`src/rtl/bp_pkg.sv`:
```
// Shared types and constants for the BP path checker.
package bp_pkg;

  localparam int unsigned ROWS     = 64;
  localparam int unsigned COLS     = 8;
  localparam int unsigned MOVES    = ROWS - 1;
  localparam int unsigned POS_W    = 3;
  localparam int unsigned ROW_W    = 6;
  localparam int unsigned CELL_W   = 2;
  localparam int unsigned ROW_BITS = COLS * CELL_W;
  localparam int unsigned CODE_W   = 3;

  typedef enum logic [1:0] {
    STAY  = 2'd0,
    RIGHT = 2'd1,
    LEFT  = 2'd2,
    JUMP  = 2'd3
  } move_e;

  typedef enum logic [1:0] {
    EMPTY = 2'd0,
    LOW   = 2'd1,
    HIGH  = 2'd2,
    WALL  = 2'd3
  } cell_e;

  localparam logic [CODE_W-1:0] ERR_WALL  = 3'd0;
  localparam logic [CODE_W-1:0] ERR_OOB   = 3'd1;
  localparam logic [CODE_W-1:0] ERR_LOW   = 3'd2;
  localparam logic [CODE_W-1:0] ERR_HIGH  = 3'd3;
  localparam logic [CODE_W-1:0] ERR_DJUMP = 3'd4;

  typedef enum logic [1:0] {
    IDLE   = 2'd0,
    LOAD   = 2'd1,
    CHECK  = 2'd2,
    REPORT = 2'd3
  } state_e;

endpackage

```
`src/rtl/bp_map_buf.sv`:
```
// Obstacle map storage: one 16-bit row per map line, combinational cell read.
module bp_map_buf
  import bp_pkg::*;
(
  input  logic                clk,
  input  logic                i_we,
  input  logic [ROW_W-1:0]    i_waddr,
  input  logic [ROW_BITS-1:0] i_wdata,
  input  logic [ROW_W-1:0]    i_raddr,
  input  logic [POS_W-1:0]    i_rcol,
  output logic [CELL_W-1:0]   o_cell
);

  logic [ROW_BITS-1:0] r_mem [ROWS];

  // Row write during map load.
  always_ff @(posedge clk) begin
    if (i_we) begin
      r_mem[i_waddr] <= i_wdata;
    end
  end

  // Cell lookup so one move can be judged per cycle.
  always_comb begin
    o_cell = r_mem[i_raddr][{i_rcol, 1'b0} +: CELL_W];
  end

endmodule

```
`config.mk`:
```
export PLATFORM = sky130hd
export DESIGN_NAME = bp_map_buf
export DESIGN_NICKNAME = d
export VERILOG_FILES = /design/src/rtl/bp_pkg.sv /design/src/rtl/bp_map_buf.sv
export SDC_FILE = /design/constraint.sdc
export NUM_CORES = 1
export LEC_CHECK = 0
export BUFFER_PORTS_ARGS = -buffer_cell sky130_fd_sc_hd__clkbuf_2
export CORE_MARGIN = 3
export CORE_UTILIZATION = 63
export DETAILED_ROUTE_END_ITERATION = 8
export PLACE_DENSITY = 0.83
export SYNTH_ARGS = -nofsm -noshare
export SYNTH_HDL_FRONTEND = slang
export SYNTH_SLANG_ARGS = --single-unit
```
`constraint.sdc`:
```
create_clock -name clk -period 4.1 [get_ports clk]
set_input_delay 0.615 -clock clk [delete_from_list [all_inputs] [get_ports clk]]
set_output_delay 0.615 -clock clk [all_outputs]
set_load 0.05 [all_outputs]
```
==> impl_results.html <==
<table>
<tr><th>Metric</th><th>Value</th></tr>
<tr><th colspan="2">Logic synthesis</th></tr>
<tr><td>Synthesized area</td><td>about 0.04 mm^2</td></tr>
<tr><td>Number of warnings issued by yosys</td><td>0</td></tr>
<tr><td>Number of flip-flops and latches in the synthesized netlist</td><td>slightly above 1k</td></tr>
<tr><td>Distinct cell type count of the synthesized netlist</td><td>60</td></tr>
<tr><td>Number of nets produced by synthesis</td><td>2071</td></tr>
<tr><td>Most used flip-flop cell after synthesis</td><td>edfxtp_1</td></tr>
<tr><td>Count of flip-flops with a built-in enable after synthesis</td><td>around 1.0k</td></tr>
<tr><td>Proportion of synthesized chip area in sequential cells</td><td>76.58%</td></tr>
<tr><td>Synthesized instance count</td><td>2038</td></tr>
<tr><td>Synth async-reset ratio</td><td>0%</td></tr>
<tr><td>Post-synthesis area per instance</td><td>about 20 um^2</td></tr>
<tr><th colspan="2">Hold path</th></tr>
<tr><td>Hold Crit Class</td><td>input pin to register</td></tr>
<tr><td>Cell depth of the worst hold path</td><td>3</td></tr>
<tr><th colspan="2">Placement</th></tr>
<tr><td>Port bufs</td><td>34</td></tr>
<tr><td>Routability Congestion</td><td>1.052</td></tr>
<tr><td>Post-DP HPWL</td><td>~64000 um</td></tr>
<tr><td>Instance count after placement with tap cells included</td><td>3003</td></tr>
<tr><th colspan="2">Floorplan</th></tr>
<tr><td>Height of the die</td><td>roughly 260 um</td></tr>
<tr><td>Chip width</td><td>roughly 260 um</td></tr>
<tr><td>Core area</td><td>a little over 0.06 mm^2</td></tr>
<tr><td>Effective utilization at floorplan</td><td>64.36%</td></tr>
<tr><td>I/O Pins</td><td>35</td></tr>
<tr><td>Number of standard-cell rows in the floorplan</td><td>between 90 and 100</td></tr>
<tr><td>Die Footprint</td><td>0.06680 mm^2</td></tr>
<tr><th colspan="2">Timing</th></tr>
<tr><td>Worst-margin pin slew</td><td>1.299 ns</td></tr>
<tr><td>Number of max-slew violations in the final report</td><td>0</td></tr>
<tr><td>Final period utilization</td><td>102.1%</td></tr>
<tr><td>Minimum setup slack in the final design</td><td>-0.08808 ns</td></tr>
<tr><td>Tightest slew margin relative to the limit</td><td>a little over an eighth</td></tr>
<tr><td>Final setup violation count</td><td>2</td></tr>
<tr><td>Final period demand of the worst path</td><td>4.188 ns</td></tr>
<tr><td>Number of endpoints with negative hold slack in the final report</td><td>0</td></tr>
<tr><td>Top achievable clock speed</td><td>between 200 and 250 MHz</td></tr>
<tr><th colspan="2">Finish</th></tr>
<tr><td>Largest registers in the final layout</td><td>r_mem x1024</td></tr>
<tr><td>Flip-flop count of the largest register, all copies and words added</td><td>approximately 1.0k</td></tr>
<tr><td>Synth-to-layout area growth</td><td>14.75%</td></tr>
<tr><td>Commonest non-fill, non-tap cell in the layout</td><td>edfxtp_1</td></tr>
<tr><td>Register Area</td><td>between 0.03 and 0.04 mm^2</td></tr>
<tr><td>Cell Count, Final, Fillers Out</td><td>between 3k and 4k</td></tr>
<tr><td>Fillers</td><td>around 3.4k</td></tr>
<tr><td>Multi-input combinational cell area</td><td>around 0.0088 mm^2</td></tr>
<tr><td>Top register by number of flip-flops</td><td>r_mem</td></tr>
<tr><td>Fraction of layout instances using a drive strength above 1</td><td>23.74%</td></tr>
<tr><td>Most frequent cells in the layout</td><td>edfxtp_1 (1024), mux2i_1 (252), buf_4 (191), mux4_2 (127), o221ai_1 (101)</td></tr>
<tr><td>Fin nets</td><td>2312</td></tr>
<tr><th colspan="2">Pwr</th></tr>
<tr><td>Max IR drop VDD</td><td>~530 uV</td></tr>
<tr><td>Leakage</td><td>around 0.015 uW</td></tr>
<tr><td>Power density over the cells</td><td>between 400 and 500 mW/mm^2</td></tr>
<tr><td>Overall power</td><td>~22000 uW</td></tr>
<tr><th colspan="2">Outcome</th></tr>
<tr><td>Failing checks</td><td>negative setup slack</td></tr>
<tr><td>Result of the run</td><td>finished with violations</td></tr>
<tr><th colspan="2">Setup path</th></tr>
<tr><td>Startpoint Class</td><td>input pin</td></tr>
<tr><td>Critical Path Source</td><td>i_raddr[4]</td></tr>
<tr><td>Capture point of the worst path</td><td>o_cell[1]</td></tr>
<tr><td>Crit. End Element</td><td>output pin</td></tr>
<tr><td>Signal arrival time at the worst endpoint</td><td>between 3 and 4 ns</td></tr>
<tr><td>CP max stage cell</td><td>or4_1</td></tr>
<tr><td>CP dominant cell by count</td><td>buf_12</td></tr>
<tr><td>Worst Path Max Fanout</td><td>20</td></tr>
<tr><td>Critical Path Max Stage Delay</td><td>0.56 ns</td></tr>
<tr><td>Class of the most critical setup path</td><td>input pin to output pin</td></tr>
<tr><td>Chain of cells forming the critical path</td><td>buf_2 &gt; inv_2 &gt; buf_12 &gt; buf_12 &gt; o221ai_4 &gt; nor3_1 &gt; or4_1 &gt; a211oi_2 &gt; nand4_1 &gt; buf_4 &gt; nor3_1 &gt; or4_4 &gt; buf_12</td></tr>
<tr><td>Req. time, crit path</td><td>~3.5 ns</td></tr>
<tr><th colspan="2">Routing</th></tr>
<tr><td>WL final</td><td>around 110000 um</td></tr>
<tr><td>Via count</td><td>23.13k</td></tr>
<tr><td>Antenna Nets Post-Route</td><td>0</td></tr>
<tr><td>Via density per instance</td><td>7.228</td></tr>
<tr><td>Post-detailed-route DRC marker count</td><td>0</td></tr>
<tr><td>Wire per inst</td><td>~34 um</td></tr>
<tr><td>Starting DRT DRC Count</td><td>about 4k</td></tr>
<tr><td>Pre-antenna DRT Iters</td><td>8</td></tr>
<tr><th colspan="2">Global routing</th></tr>
<tr><td>Via count of the first global-routing pass</td><td>22.73k</td></tr>
<tr><td>Global-route total usage across every layer</td><td>roughly 32%</td></tr>
<tr><td>Wire length of the first global-routing pass</td><td>between 150000 and 200000 um</td></tr>
<tr><td>Antenna violations before repair</td><td>5</td></tr>
<tr><td>GRT overflow</td><td>0</td></tr>
<tr><td>Pin count of the biggest net entering global routing</td><td>65</td></tr>
<tr><th colspan="2">Job</th></tr>
<tr><td>Number of max-cap violations</td><td>0</td></tr>
<tr><th colspan="2">Clock network</th></tr>
<tr><td>Clock-pin transition on the worst setup and hold timing paths</td><td>0.07 ns</td></tr>
<tr><td>Worst-case clock buffer depth</td><td>3</td></tr>
<tr><td>TritonCTS sink count</td><td>1024</td></tr>
<tr><td>CTS tree</td><td>yes</td></tr>
<tr><td>Number of buffers created by CTS</td><td>between 90 and 100</td></tr>
<tr><td>Maximum level of the CTS H-tree</td><td>3</td></tr>
<tr><td>Root buf cell</td><td>clkbuf_16</td></tr>
</table>
final cells by class:
cell class	instances	share of cell area (%)
inverter	4	0.03258
timing repair buffer	261	5.257
clock buffer	118	5.485
tap	837	2.273
sequential	1024	66.73
antenna	8	0.04344
clock inverter	58	1.100
multi-input combinational	890	19.08
where the power goes:
| group | leakage (uW) | internal [uW] | switching, uW |
|---|---|---|---|
| logic | 0.00457 | 491 | 886 |
| registers | 0.00921 | 11600 | 21.3 |
| clock network | 0.00148 | 4790 | 3870 |
stage by stage:
stage / utilization (%) / TNS, ns / cell area [um^2] / hold WS, ns / worst slack (ns)
4_1_cts: 73.43 / 0 / 45820 / 0.5048 / 0.004749
3_5_place_dp: 68.24 / -0.6111 / 42580 / 1.198 / -0.4587
2_1_floorplan: - / 0 / 40160 / 0.7139 / 0.3697
5_1_grt: 73.83 / -0.04153 / 46070 / 0.5604 / -0.02825
3_3_place_gp: 68.24 / -0.5469 / 42580 / 1.171 / -0.4219
6_report: 73.85 / -0.1418 / 46080 / 0.5527 / -0.08808
worst max-delay path, delay by kind of cell:
kind                   cells  cell delay, ns
buffers and inverters      6            1.13
and+or+nand+nor            5            1.36
AOI/OAI and AO/OA          2            0.44
per-layer routing:
| metal | global-route usage, % | up-vias | wire length (um) |
|---|---|---|---|
| li1 | - | 9028 | - |
| met1 | 43.14 | 11600 | 36860 |
| met2 | 51.43 | 2081 | 53120 |
| met3 | 7.818 | 424 | 14270 |
| met4 | 15.85 | 0 | 5973 |
| met5 | 0 | - | 0 |
worst min path at each step:
stage,from,to,slack (ns)
after global placement,i_waddr[2],r_mem[54][9],1.17
after floorplan,i_wdata[0],r_mem[0][0],0.71
after global routing,i_waddr[2],r_mem[54][8],0.56
after detailed placement,i_waddr[2],r_mem[54][8],1.20
final,i_waddr[2],r_mem[54][8],0.55
after CTS,i_waddr[2],r_mem[54][13],0.50
synthesized netlist by cell type, types with 7 or more instances:
library cell / instances / area share [%]
edfxtp_1: 1024 / 77
mux2i_1: 252 / 6.3
mux4_2: 126 / 7.1
o221ai_1: 110 / 2.4
nor2_1: 93 / 0.87
nor3_1: 43 / 0.54
o22ai_1: 43 / 0.67
a21oi_1: 41 / 0.51
buf_2: 34 / 0.42
o21ai_0: 34 / 0.42
clkbuf_1: 29 / 0.27
buf_6: 26 / 0.73
nand2_1: 21 / 0.20
nand3_1: 17 / 0.21
buf_4: 16 / 0.30
a211oi_1: 11 / 0.21
nor4_1: 10 / 0.16
buf_1: 9 / 0.084
nand4_1: 9 / 0.14
or3_1: 7 / 0.11
kinds of logic after synthesis:
logic type	synth area share [%]
DFF	76.58
AOI/OAI and AO/OA	4.951
buffers and inverters	2.088
muxes	13.59
and+or+nand+nor	2.795
timing repair:
item,CTS,global route
setup endpoints to repair,2,2
resized for setup,21,27
setup buffers,4,5
hold buffers,0,0
cloned,2,2
pin swaps,3,5
Note: power is estimated with default switching activity, not from simulation.
